$ cat src/rtl/mult_pkg.sv
// Shared definitions for the sequential shift-and-add multiplier:
// FSM state encoding and the default operand width.
package mult_pkg;

  localparam int DEFAULT_WIDTH = 8;

  typedef enum logic [1:0] {
    IDLE = 2'b00,
    RUN  = 2'b01,
    DONE = 2'b10
  } state_t;

endpackage

$ cat src/rtl/somador_mult.sv
// Unsigned DATA_W-bit adder used by the multiplier accumulator; the carry-out
// is dropped because the product of two unsigned operands always fits.
module somador_mult #(
  parameter int DATA_W = 16
) (
  input  logic [DATA_W-1:0] a,
  input  logic [DATA_W-1:0] b,
  output logic [DATA_W-1:0] sum
);

  assign sum = a + b;

endmodule

$ cat src/rtl/multiplicador_seq.sv
// Sequential unsigned shift-and-add multiplier (IDLE -> RUN -> DONE).
// Optional build macro MULT_EARLY_EXIT_EN ends RUN once no multiplier bits remain.
module multiplicador_seq
  import mult_pkg::*;
#(
  parameter int WIDTH = DEFAULT_WIDTH
) (
  input  logic                 clk,
  input  logic                 rst,
  input  logic                 start,
  input  logic [WIDTH-1:0]     A,
  input  logic [WIDTH-1:0]     B,
  output logic                 busy,
  output logic                 done,
  output logic [2*WIDTH-1:0]   P
);

  localparam int PW = 2 * WIDTH;
  localparam int CW = $clog2(WIDTH + 1);
  localparam logic [CW-1:0] LAST_STEP = CW'(WIDTH - 1);

  state_t          state;
  logic [PW-1:0]   mc;
  logic [PW-1:0]   acc;
  logic [PW-1:0]   addend;
  logic [PW-1:0]   acc_next;
  logic [WIDTH-1:0] mr;
  logic [WIDTH-1:0] mr_shift;
  logic [CW-1:0]   cnt;
  logic            run_last;

  // Partial product selected by the current multiplier LSB.
  assign addend   = mr[0] ? mc : '0;
  assign mr_shift = mr >> 1;

  somador_mult #(
    .DATA_W (PW)
  ) u_somador (
    .a   (acc),
    .b   (addend),
    .sum (acc_next)
  );

`ifdef MULT_EARLY_EXIT_EN
  // Once the shifted multiplier is empty no further additions can occur.
  assign run_last = (cnt == LAST_STEP) || (mr_shift == '0);
`else
  assign run_last = (cnt == LAST_STEP);
`endif

  always_ff @(posedge clk) begin
    if (rst) begin
      state <= IDLE;
      mc    <= '0;
      mr    <= '0;
      acc   <= '0;
      cnt   <= '0;
      P     <= '0;
      busy  <= 1'b0;
      done  <= 1'b0;
    end else begin
      case (state)
        IDLE, DONE: begin
          done <= 1'b0;
          if (start) begin
            mc    <= {{WIDTH{1'b0}}, A};
            mr    <= B;
            acc   <= '0;
            cnt   <= '0;
            state <= RUN;
            busy  <= 1'b1;
          end else begin
            state <= IDLE;
            busy  <= 1'b0;
          end
        end
        RUN: begin
          acc <= acc_next;
          mc  <= mc << 1;
          mr  <= mr_shift;
          cnt <= cnt + 1'b1;
          // The final edge publishes the sum including this step's addition.
          if (run_last) begin
            P     <= acc_next;
            state <= DONE;
            busy  <= 1'b0;
            done  <= 1'b1;
          end
        end
        default: begin
          state <= IDLE;
          busy  <= 1'b0;
          done  <= 1'b0;
        end
      endcase
    end
  end

endmodule

$ cat config.mk
export PLATFORM = sky130hd
export DESIGN_NAME = multiplicador_seq
export DESIGN_NICKNAME = d
export VERILOG_FILES = /design/src/rtl/mult_pkg.sv /design/src/rtl/somador_mult.sv /design/src/rtl/multiplicador_seq.sv
export SDC_FILE = /design/constraint.sdc
export NUM_CORES = 1
export LEC_CHECK = 0
export BUFFER_PORTS_ARGS = -buffer_cell sky130_fd_sc_hd__buf_4
export CORE_MARGIN = 10
export CORE_UTILIZATION = 63
export DETAILED_ROUTE_END_ITERATION = 7
export GPL_ROUTABILITY_DRIVEN = 0
export GPL_TIMING_DRIVEN = 0
export PLACE_DENSITY = 0.95
export REMOVE_ABC_BUFFERS = 1
export SYNTH_ARGS = -nofsm -noshare
export SYNTH_HDL_FRONTEND = slang
export SYNTH_HIERARCHICAL = 1
export SYNTH_SLANG_ARGS = --single-unit
$ cat constraint.sdc
create_clock -name clk -period 6.5 [get_ports clk]
set_input_delay 0.65 -clock clk [delete_from_list [all_inputs] [get_ports clk]]
set_output_delay 0.65 -clock clk [all_outputs]
set_load 0.005 [all_outputs]
# Word level (Yosys, flattened, before mapping)
# Cells that the tools add are included.
[word_totals]
register_bits = 64
[op_classes]
mux = 15
n_reduce_logical = 6
eq_ne = 5
add_sub_neg = 2
bitwise = 1
[op_table]
columns = ["cell", "n"]
rows = [
  ["case mux 16 bit (2 select lines)", 2],
  ["two-way mux 16 bit", 3],
  ["adder 16 bit", 1],
  ["case mux 8 bit (2 select lines)", 1],
  ["two-way mux 8 bit", 1],
  ["case mux 4 bit (2 select lines)", 1],
  ["adder 4 x 1 -> 4 bit (second input constant)", 1],
  ["equality test 4 x 3 -> 1 bit (second input constant)", 1],
  ["two-way mux 4 bit", 1],
  ["!= test 2 bit (second input constant)", 2],
  ["case mux 2 bit (2 select lines)", 1],
  ["AND reduction 2 bit", 2],
  ["OR reduction 2 bit", 2],
  ["two-way mux 1 bit", 3],
  ["equality test 2 x 1 -> 1 bit (second input constant)", 1],
  ["equality test 2 bit (second input constant)", 1],
  ["logical NOT 2 bit", 1],
  ["two-way mux 2 bit", 1],
  ["case mux 1 bit (2 select lines)", 1],
  ["nonzero test 2 bit", 1],
  ["inverter 1 bit", 1],
]

# Longest topological paths before layout
# Gate-level depths: netlist of the first run.
[logic_depth]
ltp_word = 4
depth_mapped = 11
mapped_depth_nobuf = 10

# Modules after synthesis
# The synthesis of the first run kept the hierarchy.
[by_module_without_submodules]
columns = ["mod", "cells_per_inst", "area_each_um2", "instances", "seq_area_each_um2"]
rows = [
  ["multiplicador_seq", 244, 2516.2, 1, 1261.2],
  ["somador_mult", 98, 724.4, 1, 0.0],
]

# Least setup slack after synthesis of the first run
# Ideal clock, no wire load.
[synth_timing]
path_kind = "register -> register"
startpoint = "register mr[0]"
endpoint = "register acc[10]"
n_path_buf = 1
setup_ps = 117
t_required_ps = 6383
arrival_ps = 2459
path_slack_ps = 3924
path_stages_with_launch = 11
cell_sequence = "dfxtp_1 > clkbuf_1 > and2_1 > ha_1 > fa_1 > a21o_2 > a311oi_2 > o21ai_0 > a311oi_1 > nor3_1 > a22o_1"
[synth_via]
elab_chain_cells = 3
[synth_rtl]
columns = ["item", "line", "source"]
rows = [
  ["start: declaration", "multiplicador_seq.sv:27", "logic [WIDTH-1:0] mr;"],
  ["start signal: assignment", "multiplicador_seq.sv:80", "mr <= mr_shift;"],
  ["two-way mux 16 bit", "multiplicador_seq.sv:33", "assign addend = mr[0] ? mc : '0;"],
  ["net addend[0]", "multiplicador_seq.sv:25", "logic [PW-1:0] addend;"],
  ["adder 16 bit", "somador_mult.sv:11", "assign sum = a + b;"],
  ["net acc_next[10]", "multiplicador_seq.sv:26", "logic [PW-1:0] acc_next;"],
  ["case mux 16 bit (2 select lines)", "multiplicador_seq.sv:62", "case (state)"],
  ["end signal: assignment", "multiplicador_seq.sv:78", "acc <= acc_next;"],
  ["end: declaration", "multiplicador_seq.sv:24", "logic [PW-1:0] acc;"],
]
# The timed path passes the listed nets, and every way through them passes these cells.
# A chain may end at the register's enable or synchronous reset.

# Worst setup path in the final report of the first run
# Ends and elaborated chain as after synthesis.

==> flow_metrics.env, run 1 <==
export IMPL_status="complete, no violations"
export IMPL_path_class="flip-flop to flip-flop"
export IMPL_post_cts_resize_count=0
export IMPL_stdcell_area_um2=3636
export IMPL_synth_edf_count=0
export IMPL_ys_ff_latch=63
export IMPL_synth_avg_cell_area_um2=9.475
export IMPL_grt_max_degree=58
export IMPL_place_area_um2=3470
export IMPL_track_usage_pct=16.60
export IMPL_clock_latency_ns=0.34
export IMPL_vdd_ir_drop_worst_mv=0.1498
export IMPL_htreeDepth=3
export IMPL_p_per_area_nw_per_um2=209.1
export IMPL_first_iter_violations=156
export IMPL_finalCritPeriodShare_pct=44.42
export IMPL_worstPathRequired_ns=6.74
export IMPL_dr_pass1_iters=4
export IMPL_dp_cells=428
export IMPL_slew_headroom_pct=32.85
export IMPL_layout_drive_gt1_share_pct=15.86
export IMPL_nets=405
export IMPL_nFillCells=387
export IMPL_num_rows=26
export IMPL_hold_ws_ns=0.4622
export IMPL_cts_sinks=63
export IMPL_setup_tns_ns=0
export IMPL_layout_cells_non_filler=442
export IMPL_numCtsBuffers=9
export IMPL_wl_met3_um=435
export IMPL_maxCapViolCount=0
export IMPL_async_reset_ff_share_pct=0
export IMPL_cts_root_buf="clkbuf_8"
export IMPL_diodes=0
export IMPL_synth_warnings=6
export IMPL_hpwl_um=4746
export IMPL_worst_pin_slew_ns=1.006
export IMPL_io_buffers=36
export IMPL_tritoncts="built"
export IMPL_cp_end_kind="flip-flop"
export IMPL_viasPerCell=5.943
export IMPL_clockBufferDepth=2
export IMPL_crit_path_max_fanout=17
export IMPL_r2r_setup_slack_ns=3.61
export IMPL_final_common_cell="dfxtp_1"
export IMPL_antenna_found_initial=0
export IMPL_crit_slowest_cell="dfxtp_1"
export IMPL_drcViolationCount=0
export IMPL_wl_met2_um=3204
export IMPL_synth_area_um2=3241
export IMPL_postCtsSetupBuffers=0
export IMPL_wl_met1_um=2976
export IMPL_num_vias=2627
export IMPL_hold_class="flip-flop to flip-flop"
export IMPL_core_area_um2=5042
export IMPL_io_pins=37
export IMPL_fin_skew_ns=0.007048
export IMPL_yosysSeqAreaShare_pct=38.92
export IMPL_dieArea_um2=8413
export IMPL_grt_ovfl_total=0
export IMPL_wire_per_inst_um=15.15
export IMPL_hold_buffers=0
export IMPL_mostFrequentLayoutCells="dfxtp_1 (63), buf_4 (36), nand2b_1 (34), a21oi_1 (29), a22o_1 (25)"
export IMPL_synth_cell_type_count=45
export IMPL_top_layer="met4"
export IMPL_finalHoldViolCount=0
export IMPL_fp_dieW_um=91.72
export IMPL_critical_path_top_delay_family="compound AO/OA/AOI/OAI gates"
export IMPL_crit_arrival_ns=3.12
export IMPL_period_needed_ns=2.887
export IMPL_crit_path_start_kind="flip-flop"
export IMPL_fmax_mhz=346.3
export IMPL_grt_pass1_wl_um=11710
export IMPL_area_growth_pct=12.20
export IMPL_ant_nets=0
export IMPL_critPathBufInv=0
export IMPL_routed_wl_um=6696
export IMPL_setup_violations=0
export IMPL_finalMaxSlewViolations=0
export IMPL_ys_flop_type="dfxtp_1"
export IMPL_cp_cell_sequence="and2_1 > ha_1 > fa_1 > a21o_2 > a311oi_2 > o21ai_0 > a311oi_1 > nor3_1 > a22o_1"
export IMPL_fin_util_pct=72.11
export IMPL_max_stage_delay_ns=0.45
export IMPL_grt_pass1_vias=2655
export IMPL_die_y_um=91.72
export IMPL_start_util_pct=64.27
export IMPL_synthCells=342
export IMPL_rsz0062_at_grt="no"
export IMPL_leakage_nw=1.446
export IMPL_clkTransAtPathRegs_ns=0.06
## cell usage after synthesis, types with 2 or more instances
cell type,count,area [um2]
and2_1,16,100.1
a21o_1,2,15.01
nor3_1,18,90.09
o211ai_1,3,22.52
a21oi_1,29,145.1
xnor2_1,10,87.58
a22oi_1,7,52.55
nand2b_1,34,212.7
o21ai_0,8,40.04
nor3b_1,2,15.01
o22ai_1,8,50.05
nor2_1,4,15.01
nand2_1,11,41.29
buf_2,10,50.05
o21bai_1,2,15.01
dfxtp_1,63,1261
mux2i_1,17,170.2
a211oi_1,3,22.52
nand3_1,14,70.07
nor2b_1,3,18.77
buf_4,3,22.52
buf_6,4,45.04
a22o_1,25,219.0
clkbuf_1,3,11.26
ha_1,16,200.2
inv_1,4,15.01
xor2_1,5,43.79
## per-stage QoR
stage / power (mW) / setup WS, ns
6_report: 0.7604 / 3.613
2_1_floorplan: 0.4515 / 4.016
3_3_place_gp: 0.4742 / 3.734
4_1_cts: 0.7654 / 3.643
5_1_grt: 0.7935 / 3.487
3_5_place_dp: 0.4783 / 3.650
## cells by family (layout without fill, tap and decap cells)
group / count (synthesis) / count (layout) / synth area share, %
mux: 19 / 19 / 5.946
fa+ha+maj: 17 / 17 / 6.795
buf+inv: 24 / 54 / 4.440
xor+xnor: 15 / 15 / 4.054
compound gates: 93 / 93 / 19.92
simple gates: 111 / 111 / 19.92
flops: 63 / 63 / 38.92
## worst paths after layout
check,start,endpoint,cells past startpoint
max reg2reg,mr[0],acc[10],9
max,mr[0],acc[10],9
min reg2reg,done,done,2
min,done,done,2
## sequential cells by signal, summed over array words and instances, names as in the netlist
| register | cells |
|---|---|
| P | 16 |
| acc | 16 |
| done | 1 |
| mr | 8 |
| mc | 16 |
| cnt | 4 |
| state | 2 |
## layer usage
metal  up-vias  global-route usage (%)
met2        72                   27.37
met1      1248                   19.15
met5         -                       0
met3         8                   6.275
met4         0                   6.298
li1       1299                       -
## area by class of cell
cell class | instances | area [um2] | share of cell area [%]
multi-input combinational | 255 | 1838 | 50.55
sequential | 63 | 1261 | 34.69
timing repair buffer | 36 | 270.3 | 7.433
clock buffer | 13 | 158.9 | 4.370
tap | 70 | 87.58 | 2.409
inverter | 4 | 15.01 | 0.4129
clock inverter | 1 | 5.005 | 0.1376
## power by group
group	internal, mW	total [mW]	switching [mW]
logic	0.0269	0.0642	0.0373
registers	0.397	0.406	0.00900
clock network	0.155	0.291	0.136
total	0.578	0.760	0.182
## worst reg2reg max path, delay by kind of cell, from the launching register on
family | cells | cell delay [ns]
adders and majority gates | 2 | 0.63
and+or+nand+nor | 2 | 0.32
DFF | 1 | 0.45
AOI/OAI and AO/OA | 5 | 1.39
(Power assumes the default switching activity.)
==> run 2: changes to the inputs <==
--- a/config.mk
+++ b/config.mk
@@ -5,13 +5,14 @@
 export SDC_FILE = /design/constraint.sdc
 export NUM_CORES = 1
 export LEC_CHECK = 0
+export ABC_AREA = 1
 export BUFFER_PORTS_ARGS = -buffer_cell sky130_fd_sc_hd__buf_4
 export CORE_MARGIN = 10
-export CORE_UTILIZATION = 63
+export CORE_UTILIZATION = 59
 export DETAILED_ROUTE_END_ITERATION = 7
 export GPL_ROUTABILITY_DRIVEN = 0
 export GPL_TIMING_DRIVEN = 0
-export PLACE_DENSITY = 0.95
+export PLACE_DENSITY = 0.9
 export REMOVE_ABC_BUFFERS = 1
 export SYNTH_ARGS = -nofsm -noshare
 export SYNTH_HDL_FRONTEND = slang
==> constraint.sdc (replaced) <==
create_clock -name clk -period 2.91 [get_ports clk]
set_input_delay 0.291 -clock clk [delete_from_list [all_inputs] [get_ports clk]]
set_output_delay 0.291 -clock clk [all_outputs]
set_load 0.005 [all_outputs]
==> run 2 against run 1 <==
Effect of this change: clock power grew to 3.0 times the previous value; first-iteration DRC count up 66%; combinational power rose to 3.1 times the previous value; non-clock buffer count is the same; global-route usage rose by 0.82 points; clock-buffer cell count unchanged; synthesized cell count rose by 61%; die area is 17% higher; largest cell class unchanged; worst setup slack worse by 3.1 ns; maximum frequency up 22%; clock skew is 0.0023 ns higher.
==> flow_metrics.env, run 2 <==
export IMPL_synth_area_um2=3689
export IMPL_viasPerCell=5.175
export IMPL_worstPathRequired_ns=3.20
export IMPL_core_area_um2=5991
export IMPL_reg_top3="P: 16 flops, acc: 16 flops, mc: 16 flops"
export IMPL_cp_cell_sequence="nand2_1 > inv_1 > ha_1 > fa_1 > nand2_1 > nand2_1 > and2_4 > nand2_1 > nand2_1 > xor2_1 > inv_1 > nand3_1 > nand2_1 > nor2_1"
export IMPL_io_buffers=36
export IMPL_final_common_cell="nand2_1"
export IMPL_first_iter_violations=259
export IMPL_synth_edf_count=0
export IMPL_crit_slowest_cell="dfxtp_1"
export IMPL_vdd_ir_drop_worst_mv=0.3510
export IMPL_routed_wl_um=8510
export IMPL_finalCritPeriodShare_pct=81.30
export IMPL_postCtsSetupBuffers=0
export IMPL_synth_warnings=6
export IMPL_finalHoldViolCount=0
export IMPL_fp_dieW_um=99.07
export IMPL_hold_ws_ns=0.1328
export IMPL_start_util_pct=61.57
export IMPL_drcViolationCount=0
export IMPL_finalMaxSlewViolations=0
export IMPL_hold_buffers=0
export IMPL_async_reset_ff_share_pct=0
export IMPL_layout_drive_gt1_share_pct=15.02
export IMPL_yosysTopAreaCellShare_pct=34.19
export IMPL_setup_ws_ns=0.5441
export IMPL_grt_ovfl_total=0
export IMPL_cp_end_kind="flip-flop"
export IMPL_synth_most_common_cell="nand2_1"
export IMPL_antenna_found_initial=0
export IMPL_path_class="flip-flop to flip-flop"
export IMPL_place_area_um2=3926
export IMPL_hold_class="primary input to flip-flop"
export IMPL_io_pins=37
export IMPL_nets=617
export IMPL_setup_violations=0
export IMPL_setup_tns_ns=0
export IMPL_total_power_mw=2.000
export IMPL_post_cts_resize_count=0
export IMPL_clockBufferDepth=2
export IMPL_num_vias=3421
export IMPL_synth_common_cells="nand2_1 (178), inv_1 (84), dfxtp_1 (63)"
export IMPL_max_stage_delay_ns=0.68
export IMPL_slew_headroom_pct=34.54
export IMPL_htreeDepth=3
export IMPL_ys_ff_latch=63
export IMPL_synthCells=552
export IMPL_fin_util_pct=69.28
export IMPL_cts_root_buf="clkbuf_8"
export IMPL_tritoncts="built"
export IMPL_synth_cell_type_count=31
export IMPL_leakage_nw=2.123
export IMPL_cts_sinks=63
export IMPL_fmax_mhz=422.7
export IMPL_dp_cells=645
export IMPL_crit_path_max_fanout=17
export IMPL_hpwl_um=5940
export IMPL_mostFrequentLayoutCells="nand2_1 (178), inv_1 (83), dfxtp_1 (63), nor2_1 (58), nand3_1 (49)"
export IMPL_fin_skew_ns=0.009374
export IMPL_diodes=0
export IMPL_layout_cells_non_filler=661
export IMPL_track_usage_pct=17.41
export IMPL_crit_path_start_kind="flip-flop"
export IMPL_clock_latency_ns=0.36
export IMPL_dieArea_um2=9815
export IMPL_crit_arrival_ns=2.66
export IMPL_synth_avg_cell_area_um2=6.682
export IMPL_wire_per_inst_um=12.87
export IMPL_die_y_um=99.07
export IMPL_worst_pin_slew_ns=0.9804
export IMPL_crit_top_cell="nand2_1"
export IMPL_area_growth_pct=12.52
export IMPL_num_rows=28
export IMPL_numCtsBuffers=9
export IMPL_period_needed_ns=2.366
export IMPL_dr_pass1_iters=4
export IMPL_synth_area_top_cells="dfxtp_1 (34%), nand2_1 (18%), inv_1 (8.5%), nand3_1 (6.6%), nor2_1 (5.9%)"
export IMPL_critPathBufInv=2
export IMPL_maxCapViolCount=0
export IMPL_yosysSeqAreaShare_pct=34.19
export IMPL_ant_nets=0
export IMPL_status="complete, no violations"
export IMPL_grt_pass1_wl_um=14300
export IMPL_p_per_area_nw_per_um2=481.9
export IMPL_rsz0062_at_grt="no"
export IMPL_ys_flop_type="dfxtp_1"
export IMPL_clkTransAtPathRegs_ns=0.07
export IMPL_dpl_worst_slack_ns=0.6059
export IMPL_grt_max_degree=59
export IMPL_critical_path_top_delay_family="simple AND/OR/NAND/NOR gates"
export IMPL_synth_top_area_cell="dfxtp_1"
export IMPL_grt_pass1_vias=3387
export IMPL_stdcell_area_um2=4150
==> run 2: changes by cell type in the layout (fill, tap and decap cells not counted), moves of 25 or more <==
cell / before / now
nand2b_1: 34 / 0
nand3_1: 14 / 49
nor2_1: 4 / 58
inv_1: 4 / 83
a22o_1: 25 / 0
nand2_1: 11 / 178
==> run 2: worst paths after layout <==
kind              start  slack [ns]  cells after the start  endpoint
hold reg to reg   P[12]        0.48                      2     P[12]
setup / recovery  mr[0]        0.54                     14      P[8]
hold / removal     A[0]        0.13                      3     mc[0]
setup reg to reg  mr[0]        0.54                     14      P[8]
==> run 2: report_power, final <==
| group | leakage [nW] | switching (mW) | internal [mW] |
|---|---|---|---|
| Clock | 0.114 | 0.351 | 0.529 |
| Sequential | 0.511 | 0.0289 | 0.890 |
| Combinational | 1.50 | 0.135 | 0.0658 |
==> run 2: cells by family (layout without fill, tap and decap cells) <==
| kind of cell | Yosys count | count (layout) | share of synthesized area, % |
|---|---|---|---|
| AND/OR/NAND/NOR | 313 | 313 | 37.18 |
| buffers and inverters | 108 | 142 | 12.65 |
| flip-flops | 63 | 63 | 34.19 |
| AO/OA/AOI/OAI | 43 | 43 | 8.107 |
| adder cells (fa/ha/maj) | 17 | 17 | 5.970 |
| XOR/XNOR | 8 | 8 | 1.900 |
==> run 2: per-layer routing <==
metal,routed length [um],global-route usage [%]
met3,344,3.631
met4,278,10.92
met5,0,0
met1,3606,18.14
met2,4280,31.06
==> run 2: worst register-to-register path: stages (launching register included) <==
cell and delay [ns]:
dfxtp_1 0.68, nand2_1 0.11, inv_1 0.10, ha_1 0.19
fa_1 0.24, nand2_1 0.07, nand2_1 0.09, and2_4 0.17
nand2_1 0.05, nand2_1 0.08, xor2_1 0.16, inv_1 0.09
nand3_1 0.08, nand2_1 0.06, nor2_1 0.13
==> run 2: final cells by class <==
| cell class | count | area, um2 |
|---|---|---|
| Inverter | 90 | 340.3 |
| Clock inverter | 3 | 65.06 |
| Timing Repair Buffer | 36 | 270.3 |
| Tap cell | 75 | 93.84 |
| Clock buffer | 13 | 158.9 |
| Fill cell | 511 | 1841 |
| Multi-Input combinational cell | 381 | 1961 |
| Sequential cell | 63 | 1261 |
